===== config.mk =====
export PLATFORM = sky130hd
export DESIGN_NAME = alu_arbiter_2p_flat
export DESIGN_NICKNAME = d
export VERILOG_FILES = /design/src/rtl/alu_arbiter_2p_if.sv /design/src/rtl/alu_arbiter_2p.sv /design/src/flat_wrapper.sv
export SDC_FILE = /design/constraint.sdc
export NUM_CORES = 1
export LEC_CHECK = 0
export CAP_MARGIN = 10
export CORE_AREA = 2 2 116 118
export DETAILED_ROUTE_END_ITERATION = 10
export DIE_AREA = 0 0 118 120
export GPL_TIMING_DRIVEN = 0
export PLACE_DENSITY = 0.78
export SETUP_SLACK_MARGIN = 0.05
export SLEW_MARGIN = 5
export SYNTH_ARGS = -nofsm -noshare
export SYNTH_HDL_FRONTEND = slang
export SYNTH_SLANG_ARGS = --single-unit

===== constraint.sdc =====
create_clock -name clk -period 3.72 [get_ports clk]
set_clock_uncertainty 0.2 [all_clocks]
set_input_delay 0.558 -clock clk [delete_from_list [all_inputs] [get_ports clk]]
set_output_delay 0.558 -clock clk [all_outputs]
set_load 0.01 [all_outputs]

===== src/rtl/alu_arbiter_2p_if.sv =====
// ---------------------------------------------------------------------------
// alu_arbiter_2p_if
// Request/response bundle between two issue sources and the shared ALU
// arbiter.
//
// Signals:
//   req_valid[1:0]  requester -> arbiter  bit i: port i presents an operation
//   req_ready[1:0]  arbiter -> requester  bit i: port i accepted this cycle
//   req_op0/1       requester -> arbiter  opcode per port (OP_W bits)
//   req_a0/1        requester -> arbiter  operand a per port (WIDTH bits)
//   req_b0/1        requester -> arbiter  operand b per port (WIDTH bits)
//   rsp_valid[1:0]  arbiter -> requester  bit i: result for port i available
//   rsp_ready[1:0]  requester -> arbiter  bit i: port i consumes its result
//   rsp_res         arbiter -> requester  registered result, shared
//   rsp_zero        arbiter -> requester  registered zero flag, shared
//
// Modports: master = requester side, slave = arbiter side.
// ---------------------------------------------------------------------------
interface alu_arbiter_2p_if #(
  parameter int WIDTH = 16,
  parameter int OP_W  = 3
);
  logic [1:0]       req_valid;
  logic [1:0]       req_ready;
  logic [OP_W-1:0]  req_op0;
  logic [OP_W-1:0]  req_op1;
  logic [WIDTH-1:0] req_a0;
  logic [WIDTH-1:0] req_a1;
  logic [WIDTH-1:0] req_b0;
  logic [WIDTH-1:0] req_b1;
  logic [1:0]       rsp_valid;
  logic [1:0]       rsp_ready;
  logic [WIDTH-1:0] rsp_res;
  logic             rsp_zero;

  modport master (
    output req_valid, req_op0, req_op1, req_a0, req_a1, req_b0, req_b1,
    output rsp_ready,
    input  req_ready, rsp_valid, rsp_res, rsp_zero
  );

  modport slave (
    input  req_valid, req_op0, req_op1, req_a0, req_a1, req_b0, req_b1,
    input  rsp_ready,
    output req_ready, rsp_valid, rsp_res, rsp_zero
  );
endinterface


===== src/rtl/alu_arbiter_2p.sv =====
// ---------------------------------------------------------------------------
// alu_arbiter_2p
// Shares one combinational alu_16_bit between two requesters with
// round-robin arbitration. One operation is in flight at a time:
// IDLE (accept) -> EXEC (ALU evaluates latched operands, result registered)
// -> RESP (result held until the winning port takes it) -> IDLE.
//
// Ports:
//   clk         rising-edge clock
//   reset_n     asynchronous active-low reset
//   bus         alu_arbiter_2p_if.slave request/response bundle
//   grant_cnt0  saturating accept counter for port 0 (ALU_ARB_CNT_EN only)
//   grant_cnt1  saturating accept counter for port 1 (ALU_ARB_CNT_EN only)
//
// Optional feature macro: ALU_ARB_CNT_EN adds the grant counters.
//
// alu_16_bit opcodes (4-bit, upper bit zero from this block):
//   0 add, 1 and, 2 or, 3 slt (signed, result 0/1), 4 sub,
//   5 sll by b[3:0], 6 srl by b[3:0], 7 bne (result 1 when a != b),
//   zero_bit = (res == 0).
// ---------------------------------------------------------------------------
module alu_16_bit (
  input  logic [15:0] a,
  input  logic [15:0] b,
  input  logic [3:0]  alu_op,
  output logic [15:0] res,
  output logic        zero_bit
);
  always_comb begin
    res = 16'h0000;
    case (alu_op)
      4'd0: res = a + b;
      4'd1: res = a & b;
      4'd2: res = a | b;
      4'd3: res = {15'b0, $signed(a) < $signed(b)};
      4'd4: res = a - b;
      4'd5: res = a << b[3:0];
      4'd6: res = a >> b[3:0];
      4'd7: res = {15'b0, a != b};
      default: res = 16'h0000;
    endcase
    zero_bit = (res == 16'h0000);
  end
endmodule

module alu_arbiter_2p #(
  parameter int WIDTH = 16,
  parameter int OP_W  = 3,
  parameter int CNT_W = 8
) (
  input  logic                clk,
  input  logic                reset_n,
  alu_arbiter_2p_if.slave     bus
`ifdef ALU_ARB_CNT_EN
  ,
  output logic [CNT_W-1:0]    grant_cnt0,
  output logic [CNT_W-1:0]    grant_cnt1
`endif
);

  typedef enum logic [1:0] {
    IDLE = 2'd0,
    EXEC = 2'd1,
    RESP = 2'd2
  } state_t;

  state_t           state_q, state_d;
  logic             last_grant_q, last_grant_d;
  logic             win_q, win_d;
  logic [OP_W-1:0]  op_q, op_d;
  logic [WIDTH-1:0] a_q, a_d;
  logic [WIDTH-1:0] b_q, b_d;
  logic [WIDTH-1:0] res_q, res_d;
  logic             zero_q, zero_d;

  logic             win_now;
  logic             accept;
  logic [WIDTH-1:0] alu_res;
  logic             alu_zero;

  // The ALU only ever sees the latched operands, never the live request.
  alu_16_bit u_alu (
    .a        (a_q),
    .b        (b_q),
    .alu_op   ({{(4-OP_W){1'b0}}, op_q}),
    .res      (alu_res),
    .zero_bit (alu_zero)
  );

  // Round-robin pick: on a tie the port that did not win last time goes.
  // Acceptance is gated by reset_n so req_ready stays low while reset is held.
  always_comb begin
    win_now = 1'b0;
    if (bus.req_valid == 2'b11) begin
      win_now = ~last_grant_q;
    end else if (bus.req_valid[1]) begin
      win_now = 1'b1;
    end
    accept = (state_q == IDLE) && reset_n && (|bus.req_valid);
  end

  // Next-state and handshake outputs.
  always_comb begin
    state_d       = state_q;
    last_grant_d  = last_grant_q;
    win_d         = win_q;
    op_d          = op_q;
    a_d           = a_q;
    b_d           = b_q;
    res_d         = res_q;
    zero_d        = zero_q;
    bus.req_ready = 2'b00;
    bus.rsp_valid = 2'b00;

    case (state_q)
      IDLE: begin
        if (accept) begin
          bus.req_ready = win_now ? 2'b10 : 2'b01;
          win_d         = win_now;
          last_grant_d  = win_now;
          op_d          = win_now ? bus.req_op1 : bus.req_op0;
          a_d           = win_now ? bus.req_a1  : bus.req_a0;
          b_d           = win_now ? bus.req_b1  : bus.req_b0;
          state_d       = EXEC;
        end
      end
      EXEC: begin
        res_d   = alu_res;
        zero_d  = alu_zero;
        state_d = RESP;
      end
      RESP: begin
        bus.rsp_valid = win_q ? 2'b10 : 2'b01;
        // Only the winner's rsp_ready matters here.
        if (bus.rsp_ready[win_q]) begin
          state_d = IDLE;
        end
      end
      default: begin
        state_d = IDLE;
      end
    endcase
  end

  assign bus.rsp_res  = res_q;
  assign bus.rsp_zero = zero_q;

  // State and datapath registers; last_grant resets to 1 so port 0 wins
  // the first tie after reset.
  always_ff @(posedge clk or negedge reset_n) begin
    if (!reset_n) begin
      state_q      <= IDLE;
      last_grant_q <= 1'b1;
      win_q        <= 1'b0;
      op_q         <= '0;
      a_q          <= '0;
      b_q          <= '0;
      res_q        <= '0;
      zero_q       <= 1'b0;
    end else begin
      state_q      <= state_d;
      last_grant_q <= last_grant_d;
      win_q        <= win_d;
      op_q         <= op_d;
      a_q          <= a_d;
      b_q          <= b_d;
      res_q        <= res_d;
      zero_q       <= zero_d;
    end
  end

`ifdef ALU_ARB_CNT_EN
  logic [CNT_W-1:0] cnt0_q, cnt0_d;
  logic [CNT_W-1:0] cnt1_q, cnt1_d;

  // Per-port accept counters that stick at all-ones instead of wrapping.
  always_comb begin
    cnt0_d = cnt0_q;
    cnt1_d = cnt1_q;
    if (accept && !win_now && (cnt0_q != {CNT_W{1'b1}})) begin
      cnt0_d = cnt0_q + CNT_W'(1);
    end
    if (accept && win_now && (cnt1_q != {CNT_W{1'b1}})) begin
      cnt1_d = cnt1_q + CNT_W'(1);
    end
  end

  // Counter registers.
  always_ff @(posedge clk or negedge reset_n) begin
    if (!reset_n) begin
      cnt0_q <= '0;
      cnt1_q <= '0;
    end else begin
      cnt0_q <= cnt0_d;
      cnt1_q <= cnt1_d;
    end
  end

  assign grant_cnt0 = cnt0_q;
  assign grant_cnt1 = cnt1_q;
`endif

endmodule


===== src/flat_wrapper.sv =====
// flat-port wrapper written by rule: the top's interface ports become plain ports
module alu_arbiter_2p_flat 
#(
  parameter int WIDTH = 16,
  parameter int OP_W  = 3,
  parameter int CNT_W = 8
)
  (clk, reset_n, bus_req_valid, bus_req_op0, bus_req_op1, bus_req_a0, bus_req_a1, bus_req_b0, bus_req_b1, bus_rsp_ready, bus_req_ready, bus_rsp_valid, bus_rsp_res, bus_rsp_zero);
  alu_arbiter_2p_if #(.WIDTH(WIDTH), .OP_W(OP_W)) bus_i ();
  input  logic clk;
  input  logic reset_n;
  input wire logic [$bits(bus_i.req_valid)-1:0] bus_req_valid;
  input wire logic [$bits(bus_i.req_op0)-1:0] bus_req_op0;
  input wire logic [$bits(bus_i.req_op1)-1:0] bus_req_op1;
  input wire logic [$bits(bus_i.req_a0)-1:0] bus_req_a0;
  input wire logic [$bits(bus_i.req_a1)-1:0] bus_req_a1;
  input wire logic [$bits(bus_i.req_b0)-1:0] bus_req_b0;
  input wire logic [$bits(bus_i.req_b1)-1:0] bus_req_b1;
  input wire logic [$bits(bus_i.rsp_ready)-1:0] bus_rsp_ready;
  output wire logic [$bits(bus_i.req_ready)-1:0] bus_req_ready;
  output wire logic [$bits(bus_i.rsp_valid)-1:0] bus_rsp_valid;
  output wire logic [$bits(bus_i.rsp_res)-1:0] bus_rsp_res;
  output wire logic [$bits(bus_i.rsp_zero)-1:0] bus_rsp_zero;
  assign bus_i.req_valid = bus_req_valid;
  assign bus_i.req_op0 = bus_req_op0;
  assign bus_i.req_op1 = bus_req_op1;
  assign bus_i.req_a0 = bus_req_a0;
  assign bus_i.req_a1 = bus_req_a1;
  assign bus_i.req_b0 = bus_req_b0;
  assign bus_i.req_b1 = bus_req_b1;
  assign bus_i.rsp_ready = bus_rsp_ready;
  assign bus_req_ready = bus_i.req_ready;
  assign bus_rsp_valid = bus_i.rsp_valid;
  assign bus_rsp_res = bus_i.rsp_res;
  assign bus_rsp_zero = bus_i.rsp_zero;
  alu_arbiter_2p #(.WIDTH(WIDTH), .OP_W(OP_W), .CNT_W(CNT_W)) u_core (.clk(clk), .reset_n(reset_n), .bus(bus_i));
endmodule

==> results of run 1 <==
[per-stage QoR]
stage | cells | setup TNS, ns | hold WS [ns] | worst slack (ns) | area (sq um)
6_report | 1065 | 0 | 0.02788 | 0.1365 | 8144
5_1_grt | 1065 | 0 | 0.05265 | 0.03443 | 8144
4_1_cts | 1063 | 0 | 0.05198 | 0.05148 | 8008
3_5_place_dp | 1050 | -2.194 | 0.2695 | -0.5884 | 7641
3_3_place_gp | 1049 | -34.14 | 0.2600 | -1.634 | 7626
2_1_floorplan | 777 | 0 | 0.06241 | 0.1854 | 6445
[cell type report]
class	instances	area (sq um)
inverter	57	226.5
tap	176	220.2
buffer	60	330.3
clock buffer	5	125.1
fill	1191	4836
multi-input combinational	599	4728
clock inverter	3	33.78
timing repair buffer	109	1069
sequential	56	1411
[routing by layer]
metal / share of wire (%) / global-route usage (%)
met5: 0 / 0
met4: 3.3 / 11.90
met3: 9.2 / 5.798
met2: 47 / 58.65
met1: 41 / 46.26
[worst max-delay path, cell delays in order, from the launching register on]
cell and delay [ns]:
dfrtp_1 0.45, clkbuf_1 0.34, nand4bb_1 0.47, nor2_1 0.23
a32oi_1 0.37, nand4_1 0.22, nor4_2 0.30, nand4_1 0.17
nor4_2 0.32, nand3_1 0.13, o41ai_2 0.27
[cell usage in the layout (no fill, tap or decap), drive strengths merged, types with 6 or more instances in the layout]
cell	netlist	layout
a211o	8	8
ha	51	51
inv	56	54
a31oi	9	9
nand2	75	75
a22oi	7	7
mux2	13	13
mux4	22	22
o211ai	15	15
a21oi	31	31
nor2	52	52
buf	29	38
dfrtp	55	55
clkdlybuf4s50	0	95
nor2b	10	10
nand3	16	16
clkbuf	36	40
mux2i	60	60
o2bb2ai	8	8
a211oi	6	6
o21ai	71	71
nor3	17	17
and3	6	6
nand4	6	6
a221oi	7	7
a21o	9	9
nand2b	16	16
nor4	6	6
[where the power goes]
group	internal, mW	leakage, nW	switching, mW
logic	2.72	2.68	4.00
registers	0.897	0.688	0.402
clock network	0.261	0.0772	0.285
total	3.88	3.45	4.69
[worst paths after layout]
kind | startpoint | end | cells after the start
min in group clk | u_core.bus.rsp_res[5] | u_core.bus.rsp_res[5] | 2
worst min-delay path | reset_n | u_core.b_q[13] | 2
max in group asynchronous | reset_n | u_core.bus.rsp_res[15] | 2
worst max register to register | u_core.op_q[1] | u_core.bus.rsp_zero | 10
worst max-delay path | u_core.op_q[1] | u_core.bus.rsp_zero | 10
worst min register to register | u_core.bus.rsp_res[5] | u_core.bus.rsp_res[5] | 2
[repair_timing]
action / CTS / global route
gates resized for setup: 41 / 44
pin swaps: 4 / 13
hold buffers: 1 / 0
buffers inserted: 7 / 4
cloned: 0 / 0
setup endpoints to repair: 8 / 3
hold endpoints to repair: 17 / 0
[cells by family (layout without fill, tap and decap cells)]
logic type,Yosys count,count (layout)
XOR/XNOR,6,6
adder cells (fa/ha/maj),53,53
AND/OR/NAND/NOR,228,228
multiplexers,95,95
flip-flops,56,56
AO/OA/AOI/OAI,217,217
buffers and inverters,122,234
[state kept, by name, indices dropped and copies added (netlist names)]
name                 count
u_core.a_q              16
u_core.b_q              16
u_core.bus.rsp_res      16
u_core.bus.rsp_zero      1
u_core.last_grant_q      1
u_core.op_q              3
u_core.state_q           2
u_core.win_q             1
==> out/qor.txt, run 1 <==
Max-Cap Viols: 0
DRT Wirelength: 24600 um
RSZ-0062 raised after global routing: true
count leader, synth: nand2_1
Required @ worst endpoint: 3.75 ns
Slew @ Worst Pin: 0.9433 ns
Final ANT Viol Nets: 0
post-synth top area cell: dfrtp_1
R2R Setup Slk: 0.14 ns
Pwr Density: 1052 nW/um^2
Die ar.: 14160 sq um
synth top area cells: dfrtp_1 (21%), ha_1 (9.9%), mux2i_1 (9.3%), mux4_2 (7.7%), o21ai_0 (5.3%)
Tot Pwr: 8.567 mW
HP Class: in2async
final net count: 1017
worst-skew pair later-pin latency: 0.32 ns
fmax: 279.1 MHz
Main synth FF type: dfrtp_1
initial drt markers: 729
via/cell ratio: 6.348
simple-gate portion of the synthesized area: 17.20%
Clock Tree Buf Depth: 2
largest family of logic cells by synthesized area: compound AO/OA/AOI/OAI gates
XOR/XNOR Fraction of Synth Area: 0.8155%
Area Overhead vs Synth: 26.39%
syn_area_per_cell: 8.293 sq um
CTS tree: done
final core utilization: 62.74%
Post-synth top cells: nand2_1 (75), o21ai_0 (68), mux2i_1 (60)
DRC viols: 0
flops & latches, synth: 56
fin crit share: 96.33%
Post-Syn Instances: 777
adder-cell share of the synthesized area: 10.52%
kind of critical path: reg2reg
total CTS buffers: 5
setup violators final: 0
Yosys cell types: 72
mux contribution to synthesized area: 19.28%
crit path launch type: register
grt ovf: 0
drt pass-1 iters: 6
via count: 6761
Root Driver: clkbuf_16
Reg clk slew, reported paths: 0.09 ns
Placer Congestion: 1.036
Chip Width: 118 um
Clock Sinks: 56
maximum vdd drop: 0.5020 mV
ys async rst share: 100.0%
Initial Util: 49.64%
synthesized area: 6444 sq um
syn nets: 906
Die Y: 120 um
number of core rows: 42
Final Hold Vio Count: 0
sequential share of the synthesized area: 21.77%
total global-route track usage: 35.10%
crit path capture type: register
slew margin rel.: 36.88%
H-tree level count: 2
status: completed
largest net degree at the start of global routing: 41
first-pass GRT wire length: 38370 um
Core Region: 12980 sq um
I/O pin count: 97
synth warn: 0
Wirelength per Cell: 23.10 um
vias in the first global route: 6656
Synth Area in Compound Gates: 22.52%
DP HPWL: 19360 um
port bufs: 96
Final Max Slew Viols: 0
share of cells above drive strength 1: 15.86%
P_leak: 3.448 nW
antenna violations before repair: 0
# diodes: 0
crit-path max FO: 10
Worst EP arrival: 3.61 ns
Tmin final: 3.584 ns
Post-synth EDFFs: 0
Synth top area share: 21.36%
Power figures use the tool's default switching activity.
==> inputs of run 2 (changes only) <==
- CTS_BUF_LIST: not set -> sky130_fd_sc_hd__clkbuf_16
- clock period: 3.72 -> 3.02 ns (I/O delays scaled with it)
==> run 2 against run 1 <==
  * The flow now finishes with violations (setup timing)
  * First-iteration DRC count grew 18%
  * Wire length is 4.7% higher
  * Clock-buffer cell count unchanged
  * Clock power is 23% higher
  * Critical endpoint unchanged
==> out/qor.txt, run 2 (same netlist as run 1, synthesis figures left out) <==
Clock Tree Buf Depth: 2 (unchanged)
setup violators final: 5 (+5)
crit-path max FO: 3 (-7)
final net count: 1047 (+2.9%)
Final Max Slew Viols: 0 (unchanged)
Slew @ Worst Pin: 0.9892 ns (+0.04588 ns)
Post-Layout Cell Count: 1095 (+2.8%)
Clock Sinks: 56 (unchanged)
commonest non-fill, non-tap cell in the layout: clkdlybuf4s50_1
crit path capture type: register
fmax: 287.2 MHz (+2.9%)
total CTS buffers: 5 (unchanged)
internal power: 5.490 mW (+42%)
clock share of power: 5.7% (-0.7 points)
CP cell instances: buf_12 -> buf_12 -> clkinvlp_4 -> buf_6 -> fa_2 -> mux2i_1 -> a221oi_1 -> nand4b_1 -> nor4_2 -> nand4_1 -> nor4_2 -> nand3_1 -> o41ai_2
Required @ worst endpoint: 3.05 ns (-0.70 ns)
status: complete, but fails checks
crit path buf inv count: 4 (+3)
Reg2Reg Depth: 13 (+3)
Placer Congestion: 1.023 (-1.3%)
combinational share of power: 81.0% (+2.5 points)
Area Overhead vs Synth: 35.75%
failing checks: setup timing
I/O pin count: 97 (unchanged)
DRC viols: 0 (unchanged)
maximum vdd drop: 0.6024 mV (+20%)
# diodes: 0 (unchanged)
Reg clk slew, reported paths: 0.09 ns (about the same)
area of the multi-input gates: 4961 sq um (+4.9%)
CP Depth: 13 (+3)
commonest non-fill, non-tap cells in the layout: clkdlybuf4s50_1 (95), nand2_1 (75), o21ai_0 (64)
Die Y: 120 um (unchanged)
via count: 7025 (+3.9%)
initial drt markers: 862 (+18%)
Root Driver: clkbuf_16
Max-Cap Viols: 0 (unchanged)
antenna violations before repair: 0 (unchanged)
slew margin rel.: 33.81% (-3.1 points)
Wirelength per Cell: 23.53 um (+1.9%)
port bufs: 96 (unchanged)
Final Hold Vio Count: 0 (unchanged)
drt pass-1 iters: 5 (-1)
Initial Util: 49.64% (unchanged)
Die ar.: 14160 sq um (unchanged)
kind of critical path: reg2reg
fill cell count: 1120 (-6.0%)
dpl ws: -0.9975 ns (-0.4091 ns)
Final WS setup: -0.4624 ns (-0.5988 ns)
largest net degree at the start of global routing: 21 (-49%)
HP Class: in2async
share of cells above drive strength 1: 22.74% (+6.9 points)
Psw: 6.191 mW (+32%)
total global-route track usage: 36.18% (+1.1 points)
via/cell ratio: 6.416 (+1.1%)
Core Region: 12980 sq um (unchanged)
Tot Pwr: 11.68 mW (+36%)
crit path launch type: register
area occupied by registers: 1416 sq um (+0.35%)
vias in the first global route: 6701 (+0.68%)
Final ANT Viol Nets: 0 (unchanged)
Flop pwr share: 13.3% (-1.9 points)
CTS tree: done
Worst EP arrival: 3.51 ns (-0.10 ns)
first-pass GRT wire length: 39430 um (+2.8%)
DRT Wirelength: 25760 um (+4.7%)
Pwr Density: 1335 nW/um^2 (+27%)
delay-heaviest family, CP: simple AND/OR/NAND/NOR gates
fin crit share: 115.3% (+19 points)
P_leak: 3.700 nW (+7.3%)
DP HPWL: 19350 um (about the same)
R2R Setup Slk: -0.46 ns (-0.60 ns)
RSZ-0062 raised after global routing: true
H-tree level count: 2 (unchanged)
Chip Width: 118 um (unchanged)
CP max stage cell: fa_2
grt ovf: 0 (unchanged)
Post-Place Cells: 1050 (unchanged)
number of core rows: 42 (unchanged)
Tmin final: 3.482 ns (-0.1012 ns)
switch share: 53.00% (-1.7 points)
crit-path max cell delay: 0.51 ns (+0.04 ns)
worst-skew pair later-pin latency: 0.32 ns (about the same)
final core utilization: 67.39% (+4.6 points)
[run 2: cell types whose count changed in the layout (fill, tap and decap cells not counted), moves of 3 or more]
cell,delta
buf_4,+30
buf_6,+4
clkbuf_1,-7
clkbuf_2,-3
clkbuf_4,+4
dfrtp_1,-4
dfrtp_2,+4
ha_1,-6
ha_4,+6
nor3_2,-3
o21ai_0,-3
o221ai_1,-3
o221ai_2,+3
[run 2: layer usage]
metal	up-vias	wire, um	track usage [%]
met5	-	0	0
met4	0	839	10.69
met3	67	2616	7.557
met2	452	11920	58.87
met1	3376	10380	48.63
li1	3130	-	-
[run 2: worst paths after layout]
path | start | to
worst max-delay path | u_core.b_q[1] | u_core.bus.rsp_zero
worst min-delay path | reset_n | u_core.last_grant_q
worst max register to register | u_core.b_q[1] | u_core.bus.rsp_zero
worst min register to register | u_core.bus.rsp_res[14] | u_core.bus.rsp_res[14]
max in group asynchronous | reset_n | u_core.b_q[0]
min in group clk | u_core.bus.rsp_res[14] | u_core.bus.rsp_res[14]
[run 2: power by group through the flow]
| stage | clock, mW | combinational, mW | sequential, mW |
|---|---|---|---|
| finish | 0.670 | 9.46 | 1.55 |
| global route | 0.697 | 10.0 | 1.58 |
| CTS | 0.678 | 8.60 | 1.51 |
| detailed placement | 0 | 7.51 | 1.57 |
| global placement | 0 | 7.52 | 1.54 |
| floorplan | 0 | 5.29 | 1.42 |
[run 2: repair_timing]
action	in CTS	in global routing
setup buffers	23	16
pin swaps	23	24
resized for setup	98	48
gates cloned	2	0
hold buffers	2	0
endpoints found under the setup margin	15	12
endpoints found under the hold margin	18	0
[run 2: layout make-up]
type	instances	share of cell area, %
clock buffers	5	1.430
multi-input cells	599	56.72
flip-flops and latches	56	16.19
well taps	176	2.518
inverters	57	2.732
clock inverters	3	0.3862
plain buffers	59	4.749
repair buffers	140	15.28
[run 2: worst register-to-register path: stages, from the launching register on]
cell	delay, ns
dfrtp_2	0.41
buf_12	0.11
buf_12	0.09
clkinvlp_4	0.12
buf_6	0.14
fa_2	0.51
mux2i_1	0.06
a221oi_1	0.28
nand4b_1	0.20
nor4_2	0.35
nand4_1	0.17
nor4_2	0.35
nand3_1	0.13
o41ai_2	0.27
[run 2: stage by stage]
stage	TNS [ns]	hold WS, ns	instance area [sq um]
final	-1.146	0.03785	8747
after global routing	-1.650	0.03837	8747
after detailed placement	-5.609	0.2363	7720
after floorplan	-0.4196	-0.04259	6524
after CTS	-1.004	0.02280	8467
after global placement	-88.35	0.2601	7705
